[src/rtl/des_core.sv]
// Iterative DES block cipher: one Feistel round per clock, 16 rounds per block.
// Encrypt or decrypt, with an odd-parity check on every key byte reported alongside the result.
module des_core (
  input  logic        clk,
  input  logic        rst_n,
  input  logic        start,
  input  logic        decrypt,
  input  logic [63:0] plaintext,
  input  logic [63:0] key,
  output logic [63:0] ciphertext,
  output logic        inv_key,
  output logic        busy,
  output logic        done
);

  // Table entries use FIPS numbering (1 = MSB); the first entry is output bit 1.
  localparam logic [63:0][5:0] IP_T = {
    6'd58, 6'd50, 6'd42, 6'd34, 6'd26, 6'd18, 6'd10, 6'd2,
    6'd60, 6'd52, 6'd44, 6'd36, 6'd28, 6'd20, 6'd12, 6'd4,
    6'd62, 6'd54, 6'd46, 6'd38, 6'd30, 6'd22, 6'd14, 6'd6,
    6'd64, 6'd56, 6'd48, 6'd40, 6'd32, 6'd24, 6'd16, 6'd8,
    6'd57, 6'd49, 6'd41, 6'd33, 6'd25, 6'd17, 6'd9,  6'd1,
    6'd59, 6'd51, 6'd43, 6'd35, 6'd27, 6'd19, 6'd11, 6'd3,
    6'd61, 6'd53, 6'd45, 6'd37, 6'd29, 6'd21, 6'd13, 6'd5,
    6'd63, 6'd55, 6'd47, 6'd39, 6'd31, 6'd23, 6'd15, 6'd7
  };

  localparam logic [63:0][5:0] FP_T = {
    6'd40, 6'd8, 6'd48, 6'd16, 6'd56, 6'd24, 6'd64, 6'd32,
    6'd39, 6'd7, 6'd47, 6'd15, 6'd55, 6'd23, 6'd63, 6'd31,
    6'd38, 6'd6, 6'd46, 6'd14, 6'd54, 6'd22, 6'd62, 6'd30,
    6'd37, 6'd5, 6'd45, 6'd13, 6'd53, 6'd21, 6'd61, 6'd29,
    6'd36, 6'd4, 6'd44, 6'd12, 6'd52, 6'd20, 6'd60, 6'd28,
    6'd35, 6'd3, 6'd43, 6'd11, 6'd51, 6'd19, 6'd59, 6'd27,
    6'd34, 6'd2, 6'd42, 6'd10, 6'd50, 6'd18, 6'd58, 6'd26,
    6'd33, 6'd1, 6'd41, 6'd9,  6'd49, 6'd17, 6'd57, 6'd25
  };

  localparam logic [47:0][5:0] E_T = {
    6'd32, 6'd1,  6'd2,  6'd3,  6'd4,  6'd5,
    6'd4,  6'd5,  6'd6,  6'd7,  6'd8,  6'd9,
    6'd8,  6'd9,  6'd10, 6'd11, 6'd12, 6'd13,
    6'd12, 6'd13, 6'd14, 6'd15, 6'd16, 6'd17,
    6'd16, 6'd17, 6'd18, 6'd19, 6'd20, 6'd21,
    6'd20, 6'd21, 6'd22, 6'd23, 6'd24, 6'd25,
    6'd24, 6'd25, 6'd26, 6'd27, 6'd28, 6'd29,
    6'd28, 6'd29, 6'd30, 6'd31, 6'd32, 6'd1
  };

  localparam logic [31:0][5:0] P_T = {
    6'd16, 6'd7,  6'd20, 6'd21, 6'd29, 6'd12, 6'd28, 6'd17,
    6'd1,  6'd15, 6'd23, 6'd26, 6'd5,  6'd18, 6'd31, 6'd10,
    6'd2,  6'd8,  6'd24, 6'd14, 6'd32, 6'd27, 6'd3,  6'd9,
    6'd19, 6'd13, 6'd30, 6'd6,  6'd22, 6'd11, 6'd4,  6'd25
  };

  localparam logic [55:0][5:0] PC1_T = {
    6'd57, 6'd49, 6'd41, 6'd33, 6'd25, 6'd17, 6'd9,
    6'd1,  6'd58, 6'd50, 6'd42, 6'd34, 6'd26, 6'd18,
    6'd10, 6'd2,  6'd59, 6'd51, 6'd43, 6'd35, 6'd27,
    6'd19, 6'd11, 6'd3,  6'd60, 6'd52, 6'd44, 6'd36,
    6'd63, 6'd55, 6'd47, 6'd39, 6'd31, 6'd23, 6'd15,
    6'd7,  6'd62, 6'd54, 6'd46, 6'd38, 6'd30, 6'd22,
    6'd14, 6'd6,  6'd61, 6'd53, 6'd45, 6'd37, 6'd29,
    6'd21, 6'd13, 6'd5,  6'd28, 6'd20, 6'd12, 6'd4
  };

  localparam logic [47:0][5:0] PC2_T = {
    6'd14, 6'd17, 6'd11, 6'd24, 6'd1,  6'd5,
    6'd3,  6'd28, 6'd15, 6'd6,  6'd21, 6'd10,
    6'd23, 6'd19, 6'd12, 6'd4,  6'd26, 6'd8,
    6'd16, 6'd7,  6'd27, 6'd20, 6'd13, 6'd2,
    6'd41, 6'd52, 6'd31, 6'd37, 6'd47, 6'd55,
    6'd30, 6'd40, 6'd51, 6'd45, 6'd33, 6'd48,
    6'd44, 6'd49, 6'd39, 6'd56, 6'd34, 6'd53,
    6'd46, 6'd42, 6'd50, 6'd36, 6'd29, 6'd32
  };

  // S1 first; within a box entries run row 0 col 0 .. row 3 col 15.
  localparam logic [7:0][63:0][3:0] SBOX = {
    4'd14, 4'd4,  4'd13, 4'd1,  4'd2,  4'd15, 4'd11, 4'd8,  4'd3,  4'd10, 4'd6,  4'd12, 4'd5,  4'd9,  4'd0,  4'd7,
    4'd0,  4'd15, 4'd7,  4'd4,  4'd14, 4'd2,  4'd13, 4'd1,  4'd10, 4'd6,  4'd12, 4'd11, 4'd9,  4'd5,  4'd3,  4'd8,
    4'd4,  4'd1,  4'd14, 4'd8,  4'd13, 4'd6,  4'd2,  4'd11, 4'd15, 4'd12, 4'd9,  4'd7,  4'd3,  4'd10, 4'd5,  4'd0,
    4'd15, 4'd12, 4'd8,  4'd2,  4'd4,  4'd9,  4'd1,  4'd7,  4'd5,  4'd11, 4'd3,  4'd14, 4'd10, 4'd0,  4'd6,  4'd13,
    4'd15, 4'd1,  4'd8,  4'd14, 4'd6,  4'd11, 4'd3,  4'd4,  4'd9,  4'd7,  4'd2,  4'd13, 4'd12, 4'd0,  4'd5,  4'd10,
    4'd3,  4'd13, 4'd4,  4'd7,  4'd15, 4'd2,  4'd8,  4'd14, 4'd12, 4'd0,  4'd1,  4'd10, 4'd6,  4'd9,  4'd11, 4'd5,
    4'd0,  4'd14, 4'd7,  4'd11, 4'd10, 4'd4,  4'd13, 4'd1,  4'd5,  4'd8,  4'd12, 4'd6,  4'd9,  4'd3,  4'd2,  4'd15,
    4'd13, 4'd8,  4'd10, 4'd1,  4'd3,  4'd15, 4'd4,  4'd2,  4'd11, 4'd6,  4'd7,  4'd12, 4'd0,  4'd5,  4'd14, 4'd9,
    4'd10, 4'd0,  4'd9,  4'd14, 4'd6,  4'd3,  4'd15, 4'd5,  4'd1,  4'd13, 4'd12, 4'd7,  4'd11, 4'd4,  4'd2,  4'd8,
    4'd13, 4'd7,  4'd0,  4'd9,  4'd3,  4'd4,  4'd6,  4'd10, 4'd2,  4'd8,  4'd5,  4'd14, 4'd12, 4'd11, 4'd15, 4'd1,
    4'd13, 4'd6,  4'd4,  4'd9,  4'd8,  4'd15, 4'd3,  4'd0,  4'd11, 4'd1,  4'd2,  4'd12, 4'd5,  4'd10, 4'd14, 4'd7,
    4'd1,  4'd10, 4'd13, 4'd0,  4'd6,  4'd9,  4'd8,  4'd7,  4'd4,  4'd15, 4'd14, 4'd3,  4'd11, 4'd5,  4'd2,  4'd12,
    4'd7,  4'd13, 4'd14, 4'd3,  4'd0,  4'd6,  4'd9,  4'd10, 4'd1,  4'd2,  4'd8,  4'd5,  4'd11, 4'd12, 4'd4,  4'd15,
    4'd13, 4'd8,  4'd11, 4'd5,  4'd6,  4'd15, 4'd0,  4'd3,  4'd4,  4'd7,  4'd2,  4'd12, 4'd1,  4'd10, 4'd14, 4'd9,
    4'd10, 4'd6,  4'd9,  4'd0,  4'd12, 4'd11, 4'd7,  4'd13, 4'd15, 4'd1,  4'd3,  4'd14, 4'd5,  4'd2,  4'd8,  4'd4,
    4'd3,  4'd15, 4'd0,  4'd6,  4'd10, 4'd1,  4'd13, 4'd8,  4'd9,  4'd4,  4'd5,  4'd11, 4'd12, 4'd7,  4'd2,  4'd14,
    4'd2,  4'd12, 4'd4,  4'd1,  4'd7,  4'd10, 4'd11, 4'd6,  4'd8,  4'd5,  4'd3,  4'd15, 4'd13, 4'd0,  4'd14, 4'd9,
    4'd14, 4'd11, 4'd2,  4'd12, 4'd4,  4'd7,  4'd13, 4'd1,  4'd5,  4'd0,  4'd15, 4'd10, 4'd3,  4'd9,  4'd8,  4'd6,
    4'd4,  4'd2,  4'd1,  4'd11, 4'd10, 4'd13, 4'd7,  4'd8,  4'd15, 4'd9,  4'd12, 4'd5,  4'd6,  4'd3,  4'd0,  4'd14,
    4'd11, 4'd8,  4'd12, 4'd7,  4'd1,  4'd14, 4'd2,  4'd13, 4'd6,  4'd15, 4'd0,  4'd9,  4'd10, 4'd4,  4'd5,  4'd3,
    4'd12, 4'd1,  4'd10, 4'd15, 4'd9,  4'd2,  4'd6,  4'd8,  4'd0,  4'd13, 4'd3,  4'd4,  4'd14, 4'd7,  4'd5,  4'd11,
    4'd10, 4'd15, 4'd4,  4'd2,  4'd7,  4'd12, 4'd9,  4'd5,  4'd6,  4'd1,  4'd13, 4'd14, 4'd0,  4'd11, 4'd3,  4'd8,
    4'd9,  4'd14, 4'd15, 4'd5,  4'd2,  4'd8,  4'd12, 4'd3,  4'd7,  4'd0,  4'd4,  4'd10, 4'd1,  4'd13, 4'd11, 4'd6,
    4'd4,  4'd3,  4'd2,  4'd12, 4'd9,  4'd5,  4'd15, 4'd10, 4'd11, 4'd14, 4'd1,  4'd7,  4'd6,  4'd0,  4'd8,  4'd13,
    4'd4,  4'd11, 4'd2,  4'd14, 4'd15, 4'd0,  4'd8,  4'd13, 4'd3,  4'd12, 4'd9,  4'd7,  4'd5,  4'd10, 4'd6,  4'd1,
    4'd13, 4'd0,  4'd11, 4'd7,  4'd4,  4'd9,  4'd1,  4'd10, 4'd14, 4'd3,  4'd5,  4'd12, 4'd2,  4'd15, 4'd8,  4'd6,
    4'd1,  4'd4,  4'd11, 4'd13, 4'd12, 4'd3,  4'd7,  4'd14, 4'd10, 4'd15, 4'd6,  4'd8,  4'd0,  4'd5,  4'd9,  4'd2,
    4'd6,  4'd11, 4'd13, 4'd8,  4'd1,  4'd4,  4'd10, 4'd7,  4'd9,  4'd5,  4'd0,  4'd15, 4'd14, 4'd2,  4'd3,  4'd12,
    4'd13, 4'd2,  4'd8,  4'd4,  4'd6,  4'd15, 4'd11, 4'd1,  4'd10, 4'd9,  4'd3,  4'd14, 4'd5,  4'd0,  4'd12, 4'd7,
    4'd1,  4'd15, 4'd13, 4'd8,  4'd10, 4'd3,  4'd7,  4'd4,  4'd12, 4'd5,  4'd6,  4'd11, 4'd0,  4'd14, 4'd9,  4'd2,
    4'd7,  4'd11, 4'd4,  4'd1,  4'd9,  4'd12, 4'd14, 4'd2,  4'd0,  4'd6,  4'd10, 4'd13, 4'd15, 4'd3,  4'd5,  4'd8,
    4'd2,  4'd1,  4'd14, 4'd7,  4'd4,  4'd10, 4'd8,  4'd13, 4'd15, 4'd12, 4'd9,  4'd0,  4'd3,  4'd5,  4'd6,  4'd11
  };

  // FIPS bit n of a W-bit vector lives at index W-n; the 6-bit wrap gives 64-n for free.
  function automatic logic [63:0] perm64(input logic [63:0] x, input logic [63:0][5:0] t);
    logic [63:0] y;
    logic [5:0]  idx;
    y = '0;
    for (int k = 0; k < 64; k++) begin
      idx  = 6'd0 - t[k];
      y[k] = x[idx];
    end
    return y;
  endfunction

  function automatic logic [55:0] perm_pc1(input logic [63:0] x);
    logic [55:0] y;
    logic [5:0]  idx;
    y = '0;
    for (int k = 0; k < 56; k++) begin
      idx  = 6'd0 - PC1_T[k];
      y[k] = x[idx];
    end
    return y;
  endfunction

  function automatic logic [47:0] perm_pc2(input logic [55:0] x);
    logic [47:0] y;
    logic [5:0]  idx;
    y = '0;
    for (int k = 0; k < 48; k++) begin
      idx  = 6'd56 - PC2_T[k];
      y[k] = x[idx];
    end
    return y;
  endfunction

  function automatic logic [47:0] perm_e(input logic [31:0] x);
    logic [47:0] y;
    logic [5:0]  idx;
    y = '0;
    for (int k = 0; k < 48; k++) begin
      idx  = 6'd32 - E_T[k];
      y[k] = x[idx[4:0]];
    end
    return y;
  endfunction

  function automatic logic [31:0] perm_p(input logic [31:0] x);
    logic [31:0] y;
    logic [5:0]  idx;
    y = '0;
    for (int k = 0; k < 32; k++) begin
      idx  = 6'd32 - P_T[k];
      y[k] = x[idx[4:0]];
    end
    return y;
  endfunction

  // Row is formed from the outer bits, column from the inner four.
  function automatic logic [31:0] feistel(input logic [31:0] r, input logic [47:0] k);
    logic [47:0] x;
    logic [31:0] s;
    logic [5:0]  b;
    logic [5:0]  n;
    x = perm_e(r) ^ k;
    s = '0;
    for (int i = 0; i < 8; i++) begin
      b = x[47-6*i -: 6];
      n = {b[5], b[0], b[4:1]};
      s[31-4*i -: 4] = SBOX[7-i][~n];
    end
    return perm_p(s);
  endfunction

  logic [31:0] l_q, r_q, l_d, r_d;
  logic [27:0] c_q, d_q, c_d, d_d;
  logic [4:0]  cnt_q;
  logic        mode_q, par_q, busy_q, done_q, inv_q;
  logic [63:0] ct_q, ct_d, ip_v;
  logic [55:0] pc1_v;
  logic [47:0] k_v;
  logic        par_d, one_step, no_step;

  always_comb begin
    ip_v  = perm64(plaintext, IP_T);
    pc1_v = perm_pc1(key);
    par_d = 1'b0;
    for (int b = 0; b < 8; b++) par_d = par_d | ~^key[8*b +: 8];

    one_step = (cnt_q == 5'd1) || (cnt_q == 5'd2) || (cnt_q == 5'd9) || (cnt_q == 5'd16);
    no_step  = 1'b0;
    // Decrypt walks the schedule backwards: round 1 uses C0/D0 unrotated (= K16).
    if (mode_q) begin
      no_step  = (cnt_q == 5'd1);
      one_step = (cnt_q == 5'd2) || (cnt_q == 5'd9) || (cnt_q == 5'd16);
      if (no_step) begin
        c_d = c_q;
        d_d = d_q;
      end else if (one_step) begin
        c_d = {c_q[0], c_q[27:1]};
        d_d = {d_q[0], d_q[27:1]};
      end else begin
        c_d = {c_q[1:0], c_q[27:2]};
        d_d = {d_q[1:0], d_q[27:2]};
      end
    end else if (one_step) begin
      c_d = {c_q[26:0], c_q[27]};
      d_d = {d_q[26:0], d_q[27]};
    end else begin
      c_d = {c_q[25:0], c_q[27:26]};
      d_d = {d_q[25:0], d_q[27:26]};
    end

    k_v  = perm_pc2({c_d, d_d});
    l_d  = r_q;
    r_d  = l_q ^ feistel(r_q, k_v);
    ct_d = perm64({r_d, l_d}, FP_T);
  end

  always_ff @(posedge clk or negedge rst_n) begin
    if (!rst_n) begin
      l_q    <= '0;
      r_q    <= '0;
      c_q    <= '0;
      d_q    <= '0;
      cnt_q  <= '0;
      mode_q <= 1'b0;
      par_q  <= 1'b0;
      busy_q <= 1'b0;
      done_q <= 1'b0;
      inv_q  <= 1'b0;
      ct_q   <= '0;
    end else begin
      done_q <= 1'b0;
      if (!busy_q) begin
        if (start) begin
          l_q    <= ip_v[63:32];
          r_q    <= ip_v[31:0];
          c_q    <= pc1_v[55:28];
          d_q    <= pc1_v[27:0];
          mode_q <= decrypt;
          par_q  <= par_d;
          cnt_q  <= 5'd1;
          busy_q <= 1'b1;
        end
      end else begin
        l_q <= l_d;
        r_q <= r_d;
        c_q <= c_d;
        d_q <= d_d;
        if (cnt_q == 5'd16) begin
          ct_q   <= ct_d;
          inv_q  <= par_q;
          done_q <= 1'b1;
          busy_q <= 1'b0;
          cnt_q  <= '0;
        end else begin
          cnt_q <= cnt_q + 5'd1;
        end
      end
    end
  end

  assign ciphertext = ct_q;
  assign inv_key    = inv_q;
  assign busy       = busy_q;
  assign done       = done_q;

endmodule

[config.mk]
export PLATFORM = sky130hd
export DESIGN_NAME = des_core
export DESIGN_NICKNAME = d
export VERILOG_FILES = /design/src/rtl/des_core.sv
export SDC_FILE = /design/constraint.sdc
export NUM_CORES = 1
export LEC_CHECK = 0
export BUFFER_PORTS_ARGS = -buffer_cell sky130_fd_sc_hd__buf_2
export CAP_MARGIN = 20
export CORE_ASPECT_RATIO = 1.5
export CORE_UTILIZATION = 40
export CTS_BUF_LIST = sky130_fd_sc_hd__clkbuf_2
export DETAILED_ROUTE_END_ITERATION = 12
export PLACE_DENSITY = 0.57
export SLEW_MARGIN = 20
export SYNTH_ARGS = -nofsm -noshare
export SYNTH_HDL_FRONTEND = slang
export SYNTH_SLANG_ARGS = --single-unit
[constraint.sdc]
create_clock -name clk -period 5.9 [get_ports clk]
set_input_delay 0.295 -clock clk [delete_from_list [all_inputs] [get_ports clk]]
set_output_delay 0.295 -clock clk [all_outputs]
set_load 0.05 [all_outputs]
After elaboration in Yosys (flattened, before gate mapping)
Memories as Yosys holds them, arrays and structs flattened.
Cells that the tools add are included.
{"block": "totals", "register_bits": 194, "romBits": 2048, "inputBits": 132, "output_inout_bits": 67, "wordCells": 102, "n_memories": 8}
{"block": "op_classes", "add_sub_neg": 1, "magnitude_cmp": 8, "eq_ne": 5, "muxes": 32, "bitwise_logic": 18, "reduce_logical": 17}
{"name": "(name not given)", "depth": 64, "width": 4, "rd": 1, "rd_clocked_by_memory_dff": 0, "write_ports": 0, "line": "182", "text": "s[31-4*i -: 4] = SBOX[7-i][~n];"}
{"name": "(name not given)", "depth": 64, "width": 4, "rd": 1, "rd_clocked_by_memory_dff": 0, "write_ports": 0, "line": "182"}
{"name": "(name not given)", "depth": 64, "width": 4, "rd": 1, "rd_clocked_by_memory_dff": 0, "write_ports": 0, "line": "182"}
{"name": "(name not given)", "depth": 64, "width": 4, "rd": 1, "rd_clocked_by_memory_dff": 0, "write_ports": 0, "line": "182"}
{"name": "(name not given)", "depth": 64, "width": 4, "rd": 1, "rd_clocked_by_memory_dff": 0, "write_ports": 0, "line": "182"}
{"name": "(name not given)", "depth": 64, "width": 4, "rd": 1, "rd_clocked_by_memory_dff": 0, "write_ports": 0, "line": "182"}
{"name": "+2 memories"}
{"operator": "two-way mux 28 bit", "count": 12}
{"operator": "two-way mux 32 bit", "count": 4}
{"operator": "XNOR reduction 8 bit", "count": 8}
{"operator": "< comparator 6 x 7 -> 1 bit, second input constant", "count": 8}
{"operator": "inverter 6 bit", "count": 8}
{"operator": "XOR 48 bit", "count": 1}
{"operator": "two-way mux 4 bit", "count": 8}
{"operator": "XOR 32 bit", "count": 1}
{"operator": "two-way mux 5 bit", "count": 3}
{"operator": "bitwise OR 1 bit", "count": 7}
{"operator": "AND reduction 2 bit", "count": 3}
{"operator": "adder 5 x 1 -> 5 bit, second input constant", "count": 1}
{"operator": "== test 5 x 1 -> 1 bit, second input constant", "count": 1}
{"operator": "== test 5 x 2 -> 1 bit, second input constant", "count": 1}
{"operator": "== test 5 x 4 -> 1 bit, second input constant", "count": 1}
{"operator": "== test 5 bit, second input constant", "count": 1}
{"operator": "logical OR 1 bit", "count": 5}
{"operator": "two-way mux 1 bit", "count": 5}
{"operator": "inequality test 3 bit, second input constant", "count": 1}
{"operator": "nonzero test 2 bit", "count": 1}
{"operator": "inverter 1 bit", "count": 1}

Longest topological paths before layout
{"block": "depth", "ltp_word": 12, "depth_mapped": 22, "ltp_nobuf": 19}

Least setup slack after synthesis
OpenSTA, ideal clock, no wires.
{"block": "synth_timing", "kind": "register -> register", "from": "register cnt_q[0]", "to": "register ct_q[14], in the netlist ciphertext[14]", "t_arrival_ns": 4.181, "required_time_ns": 5.766, "setup_slack_ns": 1.585, "stages_incl_launch_ff": 21, "path_buffers": 4, "synth_period_minus_slack_ns": 4.315, "path_cell_list": "dfrtp_1 > inv_1 > ha_1 > nor4bb_1 > buf_2 > a211o_2 > buf_6 > buf_2 > a221oi_1 > a311oi_2 > xor2_1 > inv_2 > ha_1 > clkbuf_1 > inv_1 > mux4_2 > nor2_1 > o21ai_0 > nand2_1 > xor2_1 > o21ai_0"}
{"block": "synth_between", "elab_chain_len": 11, "word_cells_on_any_way": 19, "cone_classes": "eq/ne (4); mux (5); bitwise (3); reduce/logical (6); memory (1)"}
{"item": "start: declaration", "line": "189", "text": "logic [4:0] cnt_q;"}
{"item": "start signal: assignment", "line": "270", "text": "cnt_q <= cnt_q + 5'd1;"}
{"item": "== test 5 x 2 -> 1 bit (tied with other cells)", "line": "202, 207"}
{"item": "logical OR 1 bit, on equally long branches (2 in series)", "line": "207, 202"}
{"item": "two-way mux 28 bit / logical OR 1 bit (equally long branches)", "line": "211, 202"}
{"item": "two-way mux 28 bit, on equally long branches", "line": "208, 218"}
{"item": "two-way mux 28 bit", "line": "205", "text": "if (mode_q) begin"}
{"item": "XOR 48 bit", "line": "177", "text": "x = perm_e(r) ^ k;"}
{"item": "inverter 6 bit", "line": "182"}
{"item": "memory (64 x 4 bit)"}
{"item": "two-way mux 4 bit (implied by the code)", "line": "182"}
{"item": "XOR 32 bit", "line": "228", "text": "r_d = l_q ^ feistel(r_q, k_v);"}
{"item": "end signal: assignment", "line": "264", "text": "ct_q <= ct_d;"}
{"item": "end: declaration", "line": "191", "text": "logic [63:0] ct_q, ct_d, ip_v;"}
Several ways; a longest one is shown, not always the timed one. The select of a mux whose other input is x is not followed.
A chain may end at the register's enable or synchronous reset.

Final worst setup path
{"block": "layout_timing", "from": "register cnt_q[0]", "to": "register ct_q[40], in the netlist ciphertext[40]"}
The elaborated chain is that of the path after synthesis.

==> impl_metrics.yaml <==
detailed_routing:
  wl_per_cell_microns: 23.1
  via_count: 18100
  wl_microns: 69000
  firstDrtPassIters: 5
  drt_iter0_drc: 1500
  ant_nets: 0
  drc: 0
  vias_per_cell: 6.07
clocking:
  cts_max_path_buffers: 2
  numCtsBuffers: 17
  clk_transition_reported_paths_ps: 350
  insertion_delay_ps: 980
  cts_root_buffer: "clkbuf_2"
  cts_sinks: 194
  post_cts_buffers: 0
  cts_tree: "done"
  h-tree-depth: 4
min_path:
  holdCritPathClass: "input pin to flip-flop"
timing:
  tns_ps: 0
  maxSlewViolCount: 0
  slew_headroom: 0.277
  finalClockSkew_ps: 66.2
  hold_violations: 0
  finalCritPeriodShare: 0.897
  setup_violations: 0
  grt_setup_unrepaired: "no"
  final.min_clock_period_ps: 5290
  fmax_mhz: 189
  max_slew.worst_pin.slew_ps: 1080
worst_setup_path:
  crit_family: "simple AND/OR/NAND/NOR gates"
  cp_num_buf_inv: 2
  arrival_ps: 6170
  crit_chain: "inv_1 > ha_1 > nor2b_1 > o21a_1 > buf_4 > nor3_1 > nor3_1 > nor3_1 > nor2_1 > ha_1 > xnor3_1 > o211a_1 > a31o_2 > a32oi_1 > xnor2_1 > o21ai_0"
  slowest_delay_ps: 550
  cp-end-kind: "flip-flop"
  path_class: "flip-flop to flip-flop"
  crit_top_cell: "nor3_1"
  startpoint_type: "flip-flop"
  cp.required_ps: 6780
  crit_slowest_cell: "o21a_1"
  cp_max_fo: 18
place:
  dp.final_hpwl_microns: 51200
  place_congestion: 0.890
  place.port_buffers: 198
global_routing:
  grt_use_total: 0.312
  grt_pass1_wl_microns: 105000
  overflow: 0
  grt_max_degree: 110
  antenna_found_initial: 1
  first_global_vias: 17700
yosys:
  postSynthAreaPerCell_sq_um: 8.22
  synth_flop_cell: "dfrtp_1"
  synth_edf_count: 0
  ys_warn_count: 0
  synth_fp_nets: 2318
  synth-seq-cells: 194
  synth_area_sq_um: 17400
  yosysUniqueCellTypes: 91
  synthArstFlopShare: 1.00
  seq_area_frac_synth: 0.279
  syn_inst: 2120
run:
  cap_viol_max_count: 0
layout:
  area_delta_synth_final_pct: 19.8
  nets: 2593
  drive_gt1_frac: 0.157
  final_common_cell: "nand2_1"
  layout_common_cells: "239 x nand2_1, 197 x buf_2, 192 x dfrtp_1, 166 x o21ai_0, 162 x dlygate4sd3_1"
outcome:
  run_status: "complete, no violations"
die:
  die_w_microns: 172
  die_area_sq_um: 44400
  initial_core_util: 0.406
  coreArea_sq_um: 42900
  die_h_microns: 258
  ios: 199
  num_rows: 93
final cells by class:
cell class,count,area [sq um]
fillers,4190,22100
multi-input cells,1685,11600
flip-flops and latches,194,4860
repair buffers,419,3110
well taps,570,713
inverters,78,293
clock inverters,15,205
clock buffers,17,85.1
diodes,2,5.00
worst paths after layout:
check / startpoint / to / slack, ps / cells after the start
setup reg to reg: cnt_q[0]$_DFFE_PN0P_ / ciphertext[40]$_DFFE_PN0P_ / 610 / 16
hold / removal: plaintext[39] / l_d[27]$_DFFE_PN0P_ / 120 / 4
min in group asynchronous: rst_n / cnt_q[2]$_DFFE_PN0P_ / 360 / 4
max in group asynchronous: rst_n / l_d[19]$_DFFE_PN0P_ / 4860 / 4
setup / recovery: cnt_q[0]$_DFFE_PN0P_ / ciphertext[40]$_DFFE_PN0P_ / 610 / 16
hold reg to reg: ciphertext[33]$_DFFE_PN0P_ / ciphertext[33]$_DFFE_PN0P_ / 510 / 2
state kept, by name, summed over array words and instances, names as in the netlist, 5 cells and up:
| register | count |
|---|---|
| c_q | 28 |
| l_q | 32 |
| d_q | 28 |
| ciphertext | 64 |
| l_d | 32 |
| cnt_q | 5 |
cells by family after synthesis:
group,after synthesis,share of synthesized area
fa+ha+maj,66,0.0474
compound gates,696,0.273
flops,194,0.279
simple gates,640,0.169
mux,125,0.0854
xor+xnor,158,0.0879
buf+inv,241,0.0585
repair_timing:
item / 4_1_cts / 5_1_grt
resized for setup: 0 / 0
setup endpoints to repair: 0 / 0
hold buffers: 163 / 0
endpoints found under the hold margin: 322 / 0
routing by layer:
layer  up-vias  track usage  wire [microns]
met3       196       0.0363            3250
met2       762        0.557           35100
met5         -            0               0
met1      8800        0.345           25700
met4         0        0.199            4920
li1       8338            -               -
cell usage after synthesis (18+ instances only):
cell type  count  area [sq um]
a211oi_1      93           698
a21oi_1      147           736
a221oi_1      30           263
a31oi_1       20           125
buf_2         42           210
clkbuf_1      96           360
dfrtp_1      194          4850
ha_1          66           826
inv_1         69           259
mux2i_1       98           981
mux4_2        18           405
nand2_1      240           901
nand3_1       32           160
nor2_1       154           578
nor2b_1       35           219
nor3_1        80           400
o211ai_1      30           225
o21ai_0      166           831
xnor2_1      107           937
xor2_1        37           324
metrics by stage:
stage | hold slack (ps) | area, sq um | setup slack, ps | util | cells
global route | 104 | 20900 | 343 | 0.486 | 2979
finish | 119 | 20900 | 607 | 0.486 | 2980
global placement | 385 | 18900 | 762 | 0.440 | 2782
CTS | 42.9 | 20800 | 721 | 0.486 | 2977
floorplan | -0.591 | 17400 | 1590 | - | 2120
detailed placement | 391 | 18900 | 738 | 0.440 | 2782
tightest hold or removal path: stages:
cell           delay (ps)
dlygate4sd3_1         520
buf_2                 100
a211oi_1               60
a21oi_1               110
Power is left out: the tool's default activity adds up to more than one toggle a clock period on the data nets, which glitch-free logic cannot reach.
